**src/rtl/uart_io_port.sv**
```systemverilog
// CPU byte-IO responder bridged to an 8N1 UART line through RX and TX FIFOs.
// Optional even parity on both directions when UART_PARITY_EN is defined.
module uart_io_port #(
  parameter int CLKS_PER_BIT  = 868,
  parameter int RX_DEPTH_LOG2 = 4,
  parameter int TX_DEPTH_LOG2 = 4
) (
  input  logic       clk,
  input  logic       rstn,
  output logic [7:0] io_in_data,
  output logic       io_in_vld,
  input  logic       io_in_rdy,
  input  logic [7:0] io_out_data,
  input  logic       io_out_vld,
  output logic       io_out_rdy,
  output logic [4:0] io_err,
  input  logic       err_clr,
  input  logic       uart_rx,
  output logic       uart_tx
);
  localparam int TW  = (CLKS_PER_BIT > 1) ? $clog2(CLKS_PER_BIT) : 1;
  localparam int RCW = RX_DEPTH_LOG2 + 1;
  localparam int TCW = TX_DEPTH_LOG2 + 1;
  localparam logic [TW-1:0] T_LAST = TW'(CLKS_PER_BIT - 1);
  localparam logic [TW-1:0] T_HALF = TW'(CLKS_PER_BIT / 2 - 1);

  typedef enum logic [2:0] {S_IDLE, S_START, S_DATA, S_PAR, S_STOP, S_WAIT} state_t;

  // ---------------- TX FIFO ----------------
  logic [7:0]               tx_mem [1 << TX_DEPTH_LOG2];
  logic [TX_DEPTH_LOG2-1:0] tx_wr, tx_rd;
  logic [TCW-1:0]           tx_cnt;
  logic                     tx_push, tx_load, tx_empty;
  logic [7:0]               tx_head;

  assign io_out_rdy = !tx_cnt[TCW-1];
  assign tx_push    = io_out_vld && io_out_rdy;
  assign tx_empty   = (tx_cnt == '0);
  assign tx_head    = tx_mem[tx_rd];

  always_ff @(posedge clk) begin
    if (!rstn) begin
      tx_wr  <= '0;
      tx_rd  <= '0;
      tx_cnt <= '0;
    end else begin
      // NOTE: sequential state uses non-blocking assignments so every register samples pre-edge values.
      if (tx_push) tx_wr <= tx_wr + 1'b1;
      if (tx_load) tx_rd <= tx_rd + 1'b1;
      tx_cnt <= tx_cnt + TCW'(tx_push) - TCW'(tx_load);
    end
  end

  // NOTE: FIFO storage carries no reset; the pointers and count alone define validity.
  always_ff @(posedge clk) begin
    if (tx_push) tx_mem[tx_wr] <= io_out_data;
  end

  // ---------------- TX FSM ----------------
  state_t         tx_state, tx_state_n;
  logic [TW-1:0]  tx_tmr, tx_tmr_n;
  logic [2:0]     tx_bit, tx_bit_n;
  logic [7:0]     tx_sh, tx_sh_n;
  logic           tx_d, tx_q, tx_last;

  assign tx_last = (tx_tmr == T_LAST);
  assign uart_tx = tx_q;

`ifdef UART_PARITY_EN
  logic tx_par;
  always_ff @(posedge clk) begin
    if (!rstn)        tx_par <= 1'b0;
    else if (tx_load) tx_par <= ^tx_head;
  end
`endif

  always_comb begin
    // NOTE: every combinational output gets a default first so no latch is inferred.
    tx_state_n = tx_state;
    tx_tmr_n   = tx_tmr;
    tx_bit_n   = tx_bit;
    tx_sh_n    = tx_sh;
    tx_d       = 1'b1;
    tx_load    = 1'b0;
    case (tx_state)
      S_IDLE:  tx_load = !tx_empty;
      S_START: begin
        tx_d = 1'b0;
        if (tx_last) tx_state_n = S_DATA;
      end
      S_DATA: begin
        tx_d = tx_sh[0];
        if (tx_last) begin
          tx_sh_n  = tx_sh >> 1;
          tx_bit_n = tx_bit + 1'b1;
`ifdef UART_PARITY_EN
          if (tx_bit == 3'd7) tx_state_n = S_PAR;
`else
          if (tx_bit == 3'd7) tx_state_n = S_STOP;
`endif
        end
      end
`ifdef UART_PARITY_EN
      S_PAR: begin
        tx_d = tx_par;
        if (tx_last) tx_state_n = S_STOP;
      end
`endif
      S_STOP: begin
        if (tx_last) begin
          // Back-to-back frames: reload straight from the stop bit, no idle gap.
          tx_load = !tx_empty;
          if (tx_empty) tx_state_n = S_IDLE;
        end
      end
      default: tx_state_n = S_IDLE;
    endcase
    if (tx_state != S_IDLE) tx_tmr_n = tx_last ? '0 : tx_tmr + 1'b1;
    if (tx_load) begin
      tx_state_n = S_START;
      tx_tmr_n   = '0;
      tx_bit_n   = '0;
      tx_sh_n    = tx_head;
    end
  end

  always_ff @(posedge clk) begin
    if (!rstn) begin
      tx_state <= S_IDLE;
      tx_tmr   <= '0;
      tx_bit   <= '0;
      tx_sh    <= '0;
      tx_q     <= 1'b1;
    end else begin
      tx_state <= tx_state_n;
      tx_tmr   <= tx_tmr_n;
      tx_bit   <= tx_bit_n;
      tx_sh    <= tx_sh_n;
      tx_q     <= tx_d;
    end
  end

  // ---------------- RX FSM ----------------
  logic           rx_s1, rx_s2, rx_s3;
  state_t         rx_state, rx_state_n;
  logic [TW-1:0]  rx_tmr, rx_tmr_n;
  logic [2:0]     rx_bit, rx_bit_n;
  logic [7:0]     rx_sh, rx_sh_n;
  logic           rx_push, rx_push_n, rx_last;
  logic           set_fs, set_frm, set_par;

  assign rx_last = (rx_tmr == T_LAST);

`ifdef UART_PARITY_EN
  logic rx_par_bad;
  always_ff @(posedge clk) begin
    if (!rstn)                              rx_par_bad <= 1'b0;
    else if (rx_state == S_PAR && rx_last) rx_par_bad <= rx_s2 ^ (^rx_sh);
  end
`endif

  always_comb begin
    rx_state_n = rx_state;
    rx_tmr_n   = rx_last ? '0 : rx_tmr + 1'b1;
    rx_bit_n   = rx_bit;
    rx_sh_n    = rx_sh;
    rx_push_n  = 1'b0;
    set_fs     = 1'b0;
    set_frm    = 1'b0;
    set_par    = 1'b0;
    case (rx_state)
      S_IDLE: begin
        rx_tmr_n = '0;
        if (rx_s3 && !rx_s2) rx_state_n = S_START;
      end
      S_START: begin
        if (rx_tmr == T_HALF) begin
          rx_tmr_n = '0;
          rx_bit_n = '0;
          if (!rx_s2) rx_state_n = S_DATA;
          else begin
            set_fs     = 1'b1;
            rx_state_n = S_IDLE;
          end
        end
      end
      S_DATA: begin
        if (rx_last) begin
          rx_sh_n  = {rx_s2, rx_sh[7:1]};
          rx_bit_n = rx_bit + 1'b1;
`ifdef UART_PARITY_EN
          if (rx_bit == 3'd7) rx_state_n = S_PAR;
`else
          if (rx_bit == 3'd7) rx_state_n = S_STOP;
`endif
        end
      end
`ifdef UART_PARITY_EN
      S_PAR: if (rx_last) rx_state_n = S_STOP;
`endif
      S_STOP: begin
        if (rx_last) begin
          if (rx_s2) begin
            rx_state_n = S_IDLE;
`ifdef UART_PARITY_EN
            if (rx_par_bad) set_par = 1'b1;
            else            rx_push_n = 1'b1;
`else
            rx_push_n = 1'b1;
`endif
          end else begin
            // Framing error outranks parity; hold off until the line idles.
            set_frm    = 1'b1;
            rx_state_n = S_WAIT;
          end
        end
      end
      S_WAIT: if (rx_s2) rx_state_n = S_IDLE;
      default: rx_state_n = S_IDLE;
    endcase
  end

  always_ff @(posedge clk) begin
    if (!rstn) begin
      rx_s1    <= 1'b1;
      rx_s2    <= 1'b1;
      rx_s3    <= 1'b1;
      rx_state <= S_IDLE;
      rx_tmr   <= '0;
      rx_bit   <= '0;
      rx_sh    <= '0;
      rx_push  <= 1'b0;
    end else begin
      rx_s1    <= uart_rx;
      rx_s2    <= rx_s1;
      rx_s3    <= rx_s2;
      rx_state <= rx_state_n;
      rx_tmr   <= rx_tmr_n;
      rx_bit   <= rx_bit_n;
      rx_sh    <= rx_sh_n;
      rx_push  <= rx_push_n;
    end
  end

  // ---------------- RX FIFO ----------------
  logic [7:0]               rx_mem [1 << RX_DEPTH_LOG2];
  logic [RX_DEPTH_LOG2-1:0] rx_wr, rx_rd;
  logic [RCW-1:0]           rx_cnt;
  logic                     rx_pop, rx_full, rx_wen, set_ovr;

  assign io_in_vld  = (rx_cnt != '0);
  assign io_in_data = io_in_vld ? rx_mem[rx_rd] : 8'h00;
  assign rx_pop     = io_in_vld && io_in_rdy;
  assign rx_full    = rx_cnt[RCW-1];
  assign rx_wen     = rx_push && (!rx_full || rx_pop);
  assign set_ovr    = rx_push && rx_full && !rx_pop;

  always_ff @(posedge clk) begin
    if (!rstn) begin
      rx_wr  <= '0;
      rx_rd  <= '0;
      rx_cnt <= '0;
    end else begin
      if (rx_wen) rx_wr <= rx_wr + 1'b1;
      if (rx_pop) rx_rd <= rx_rd + 1'b1;
      rx_cnt <= rx_cnt + RCW'(rx_wen) - RCW'(rx_pop);
    end
  end

  always_ff @(posedge clk) begin
    if (rx_wen) rx_mem[rx_wr] <= rx_sh;
  end

  // Sticky errors: a same-cycle set survives err_clr.
  always_ff @(posedge clk) begin
    if (!rstn) io_err <= '0;
    else       io_err <= (err_clr ? 5'b0 : io_err) | {1'b0, set_fs, set_par, set_frm, set_ovr};
  end
endmodule
```
**config.mk**
```make
export PLATFORM = sky130hd
export DESIGN_NAME = uart_io_port
export DESIGN_NICKNAME = d
export VERILOG_FILES = /design/src/rtl/uart_io_port.sv
export SDC_FILE = /design/constraint.sdc
export NUM_CORES = 1
export LEC_CHECK = 0
export BUFFER_PORTS_ARGS = -buffer_cell sky130_fd_sc_hd__buf_2
export CAP_MARGIN = 5
export CORE_UTILIZATION = 58
export CTS_BUF_LIST = sky130_fd_sc_hd__clkbuf_8
export CTS_CLUSTER_SIZE = 30
export DETAILED_ROUTE_END_ITERATION = 12
export GPL_ROUTABILITY_DRIVEN = 0
export PLACE_DENSITY_LB_ADDON = 0.05
export SLEW_MARGIN = 5
export SYNTH_ARGS = -nofsm -noshare
export SYNTH_HDL_FRONTEND = slang
export SYNTH_SLANG_ARGS = --single-unit
```
**constraint.sdc**
```tcl
create_clock -name clk -period 3 [get_ports clk]
set_clock_uncertainty 0.1 [all_clocks]
set_input_delay 0.3 -clock clk [delete_from_list [all_inputs] [get_ports clk]]
set_output_delay 0.3 -clock clk [all_outputs]
set_load 0.05 [all_outputs]
```
Yosys cells after proc, flatten, opt, wreduce, memory -nomap -nowiden
Memories as Yosys holds them, arrays and structs flattened. A register that Yosys moved wholly into a read port is not among the register bits.
Cells that the tools add are included.
- flip-flop bits (word level): 84
- output and inout bits: 16
- memories: 2
- bits in writable memories: 256
- word-level logic and storage cells: 141
- input bits: 14
- memory list (name ; depth ; width ; read ports ; clocked after memory_dff ; write ports ; RTL line ; text):
    rx_mem ; 16 ; 8 ; 1 ; 1 ; 1 ; 246 ; logic [7:0] rx_mem [1 << RX_DEPTH_LOG2];
    tx_mem ; 16 ; 8 ; 1 ; 1 ; 1 ; 30 ; logic [7:0] tx_mem [1 << TX_DEPTH_LOG2];
- bitwise operators: 3
- equal/unequal tests: 29
- muxes and demuxes: 45
- reductions and logical operators: 29
- add/subtract/negate cells: 12
- operators with widths (cell ; number):
    3-bit 2-to-1 mux ; 14
    8-bit 2-to-1 mux ; 4
    10-bit 2-to-1 mux ; 3
    2-bit inequality test (second input constant) ; 12
    10-bit by 1-bit adder with 10-bit output (second input constant) ; 2
    10-bit equality test (second input constant) ; 2
    10-bit case mux with 2 select lines ; 1
    6-bit AND reduction ; 3
    4-bit by 1-bit adder with 4-bit output (second input constant) ; 4
    4-bit 2-to-1 mux ; 4
    3-bit equality test (second input constant) ; 5
    3-bit inequality test (second input constant) ; 5
    3-bit case mux with 5 select lines ; 1
    1-bit 2-to-1 mux ; 12
    3-bit case mux with 4 select lines ; 1
    5-bit by 1-bit adder with 5-bit output ; 2
    10-bit by 9-bit equality test with 1-bit output (second input constant) ; 1
    5-bit by 1-bit subtractor with 5-bit output ; 2
    3-bit by 1-bit adder with 3-bit output (second input constant) ; 2
    3-bit by 1-bit equality test with 1-bit output (second input constant) ; 2
    3-bit by 2-bit equality test with 1-bit output (second input constant) ; 2
    1-bit logical AND ; 6
    3-bit zero test ; 2
    3-bit case mux with 2 select lines ; 1
    other kinds (14) ; 25

Longest topological paths before layout
- depth in word-level cells: 6
- gate-level depth with buffers: 14
- mapped depth without buffers: 13

Worst setup path before layout
Ideal clock, no wire load.
- path kind: reg-to-reg
- start point: register rx_cnt[3]
- end point: register rx_cnt[4]
- required time: 2772 ps
- stages on the path, launching flop included: 14
- buffers on the path: 0
- setup slack: 200 ps
- clock period less this slack: 2800 ps
- library setup time: 128 ps
- arrival: 2572 ps
- cell sequence: dfxtp_1 > inv_1 > ha_1 > or4b_2 > nand2_1 > inv_1 > ha_1 > inv_1 > ha_1 > fa_1 > a21oi_1 > o21bai_1 > xnor2_1 > nor2_1
- cells in the longest elaborated chain, start to end: 6
- RTL lines (item ; RTL line ; text):
    start: declaration ; 248 ; logic [RCW-1:0] rx_cnt;
    start signal: assignment ; 266 ; rx_cnt <= rx_cnt + RCW'(rx_wen) - RCW'(rx_pop);
    5-bit nonzero test (*) ; 251 ; assign io_in_vld = (rx_cnt != '0);
    1-bit logical AND (*) ; 253 ; assign rx_pop = io_in_vld && io_in_rdy;
    named net rx_pop ; 249 ; logic rx_pop, rx_full, rx_wen, set_ovr;
    1-bit logical OR ; 255 ; assign rx_wen = rx_push && (!rx_full || rx_pop);
    1-bit logical AND ; 255 ;
    5-bit by 1-bit adder with 5-bit output ; 266 ;
    5-bit by 1-bit subtractor with 5-bit output (*) ; 266 ;
The timed path passes the listed nets; every way through them passes the cells marked *.
A chain may end at the register's enable or synchronous reset.

==> summary.md <==
| Metric | Value |
|---|---|
| Fin crit share | 98.1% |
| Via density | 5.95 |
| IO Pins | 30 |
| DP HPWL | 17,900 µm |
| CORE AREA | 23,800 µm² |
| Synth Cell Area | 14,200 µm² |
| Arrival time worst endpoint | 2.54 ns |
| Cells after Synth | 910 |
| CTS Sinks | 346 |
| Share of cells above drive strength 1 | 22.0% |
| First-pass GRT wire length | 43,900 µm |
| CP peak stage delay | 0.55 ns |
| Diodes inserted | 0 |
| Top cell type's share of synthesized area | 54.1% |
| Kind of start point of the critical path | register |
| Area of the multi-input gates | 4400 µm² |
| Final Max Slew Viols | 0 |
| Netlist cell types | 67 |
| Die ar. | 25,100 µm² |
| Final hold violations | 0 |
| Syn. warnings | 0 |
| Critical path's most frequent cell | mux4_2 |
| Sequential fraction of the synthesis area | 66.7% |
| Fmax | 340 MHz |
| Critical Path RT | 2.60 ns |
| Initial Util | 59.9% |
| Total track usage | 23.5% |
| Power per Cell Area | 779 nW/µm² |
| Drt pass-1 iters | 5 |
| Most area-hungry cell type in the Yosys netlist | edfxtp_1 |
| Fillers | 1,620 |
| Worst slack, placed | -0.00658 ns |
| Hold WC Path Type | primary input to register |
| Via count | 7,990 |
| Worst-Skew Late Latency | 0.58 ns |
| Synth top area cells | edfxtp_1 (54%), dfxtp_1 (13%), mux4_2 (11%) |
| Post-synth ARST share | 0% |
| Peak VDD IR | 0.000560 V |
| Max Cap Viol | 0 |
| # DRC | 0 |
| Status | finished clean |
| Die X | 159 µm |
| H-tree depth | 2 |
| Post-layout net count | 1,032 |
| Largest net degree at the start of global routing | 56 |
| Root Driver | clkbuf_8 |
| Total grt overflow | 0 |
| Initial antenna violation count | 0 |
| Die Ht | 159 µm |
| Final worst slack | 0.0556 ns |
| Setup_tns | 0 ns |
| Crit path max fanout | 8 |
| Row count | 56 |
| Avg Cell Area, Syn | 15.6 µm² |
| Fin util | 67.4% |
| Buf/Inv on CP | 2 |
| WL per Instance | 20.8 µm |
| Final wirelength | 27,900 µm |
| Maximum clock path buffer count | 3 |
| Pleak | 5.47 nW |
| Crit-path cells | buf_12 -> mux4_2 -> mux4_2 -> and2_4 -> buf_8 |
| #FFs+latches synth | 346 |
| Clk slew on worst S/H paths | 0.06 ns |
| PortBufs | 27 |
| Worst-Margin Slew | 0.956 ns |
| Setup crit end kind | output pin |
| Setup violators final | 0 |
| Total CTS buffers | 53 |
| WHS | 0.0358 ns |
| Slowest CP cell | mux4_2 |
| RSZ-0062 raised after global routing | true |
| Seq. cell area | 9490 µm² |
| CTS tree | built |
| Final critical-path required period | 2.94 ns |
| Post-DRT Antenna Nets | 0 |
| Crit-path leading delay family | multiplexers |
| Vias in the first global route | 8,156 |
| Synthesis-to-finish area growth | 12.5% |
| Relative slew slack | 36.0% |
| Post-synth top flop | edfxtp_1 |
| Type of the worst setup path | register to output pin |
| Post-synth EDFFs | 256 |
| 1st-iter DRT viols | 790 |
-- routing by layer --
metal | GRT usage [%] | vias to the layer above | share of wire [%]
li1 | - | 3675 | -
met1 | 32.5 | 4030 | 45
met2 | 38.6 | 237 | 48
met3 | 4.57 | 48 | 5.5
met4 | 6.09 | 0 | 1.7
met5 | 0 | - | 0
-- cell usage after synthesis, drive strengths merged, types with 4 or more instances --
cell	n
a211oi	4
a21oi	29
a22oi	16
and2	25
and3	5
buf	26
clkbuf	25
dfxtp	90
edfxtp	256
ha	28
inv	30
mux2i	15
mux4	72
nand2	29
nand2b	7
nand3	23
nand4	9
nor2	62
nor3	15
nor3b	6
nor4	6
o21ai	31
o221a	7
o22ai	8
or3	6
xnor2	14
xor2	19
-- power breakdown --
part / internal (mW) / switching, mW / leakage, nW
Clock: 1.73 / 1.68 / 0.554
Sequential: 5.34 / 0.228 / 3.07
Combinational: 1.69 / 1.80 / 1.84
-- cells in the final DEF, fill, tap and decap left out, types with 23 or more instances in the layout --
| cell type | synthesis | routed |
|---|---|---|
| edfxtp_1 | 256 | 256 |
| ha_1 | 28 | 28 |
| inv_1 | 29 | 52 |
| nor2_1 | 61 | 61 |
| buf_4 | 4 | 27 |
| o21ai_0 | 29 | 29 |
| dfxtp_1 | 90 | 88 |
| nand2_1 | 29 | 28 |
| a21oi_1 | 29 | 29 |
| mux4_2 | 72 | 72 |
| nand3_1 | 23 | 23 |
| clkbuf_8 | 0 | 57 |
-- final timing paths --
| path | slack [ns] | cells past startpoint | startpoint | endpoint |
|---|---|---|---|---|
| worst min-delay path | 0.04 | 2 | rstn | rx_s2$_SDFF_PN1_ |
| worst min register to register | 0.32 | 1 | rx_s1$_SDFF_PN1_ | rx_s2$_SDFF_PN1_ |
| worst max register to register | 0.23 | 12 | tx_tmr[0]$_SDFFE_PP0P_ | tx_cnt[4]$_SDFF_PN0_ |
| worst max-delay path | 0.06 | 5 | register | io_in_data[6] |
-- cell type report --
type	instances	share of cell area (%)
Multi-Input combinational cell	484	27.5
Timing Repair Buffer	73	4.14
Clock buffer	57	4.90
Tap cell	319	2.49
Sequential cell	346	59.3
Clock inverter	33	0.884
Inverter	30	0.704
-- repair_timing --
item | 4_1_cts | 5_1_grt
setup endpoints to repair | 9 | 9
gates resized for setup | 35 | 12
pin swaps | 5 | 3
hold buffers | 11 | 0
cloned | 2 | 0
hold endpoints to repair | 111 | 0
buffers inserted | 2 | 5
-- cell families (layout without fill, tap and decap cells) --
family	count (synthesis)	in the layout	share of synthesized area, %
other	1	2	0.0264
AOI/OAI and AO/OA	119	119	5.51
buffers and inverters	81	193	2.51
xor gates and xnor gates	33	33	2.03
adders and majority gates	30	30	2.75
DFF	346	346	66.7
muxes	87	87	12.5
and+or+nand+nor	213	213	7.97
-- worst reg2reg max path, stage by stage (launching register included) --
cell and delay, ns:
dfxtp_1 0.36, ha_1 0.25, and4bb_2 0.27, a31oi_1 0.14, buf_4 0.20, o21ai_0 0.15
nand2_1 0.07, ha_1 0.21, fa_1 0.42, a21oi_1 0.17, o21bai_1 0.09, xnor2_1 0.15
nor2_1 0.05
-- registers in the layout, indices dropped and copies added, names as in the netlist, named ones only --
signal / flops
tx_state: 3
tx_wr: 4
rx_cnt: 5
io_err: 3
tx_bit: 3
rx_tmr: 10
tx_mem: 128
uart_tx: 1
rx_rd: 4
rx_s3: 1
tx_cnt: 5
tx_rd: 4
rx_state: 3
rx_s2: 1
rx_sh: 8
tx_tmr: 10
tx_sh: 8
rx_mem: 128
rx_s1: 1
rx_bit: 3
rx_wr: 4
rx_push: 1
-- per-stage QoR --
stage          cell area (µm²)  total power [mW]  cells
3_3_place_gp             14700              8.68   1234
4_1_cts                  16000              12.5   1339
2_1_floorplan            14200              8.00    911
6_report                 16000              12.5   1342
5_1_grt                  16000              13.1   1342
3_5_place_dp             14700              8.78   1234
Power figures use the tool's default switching activity.
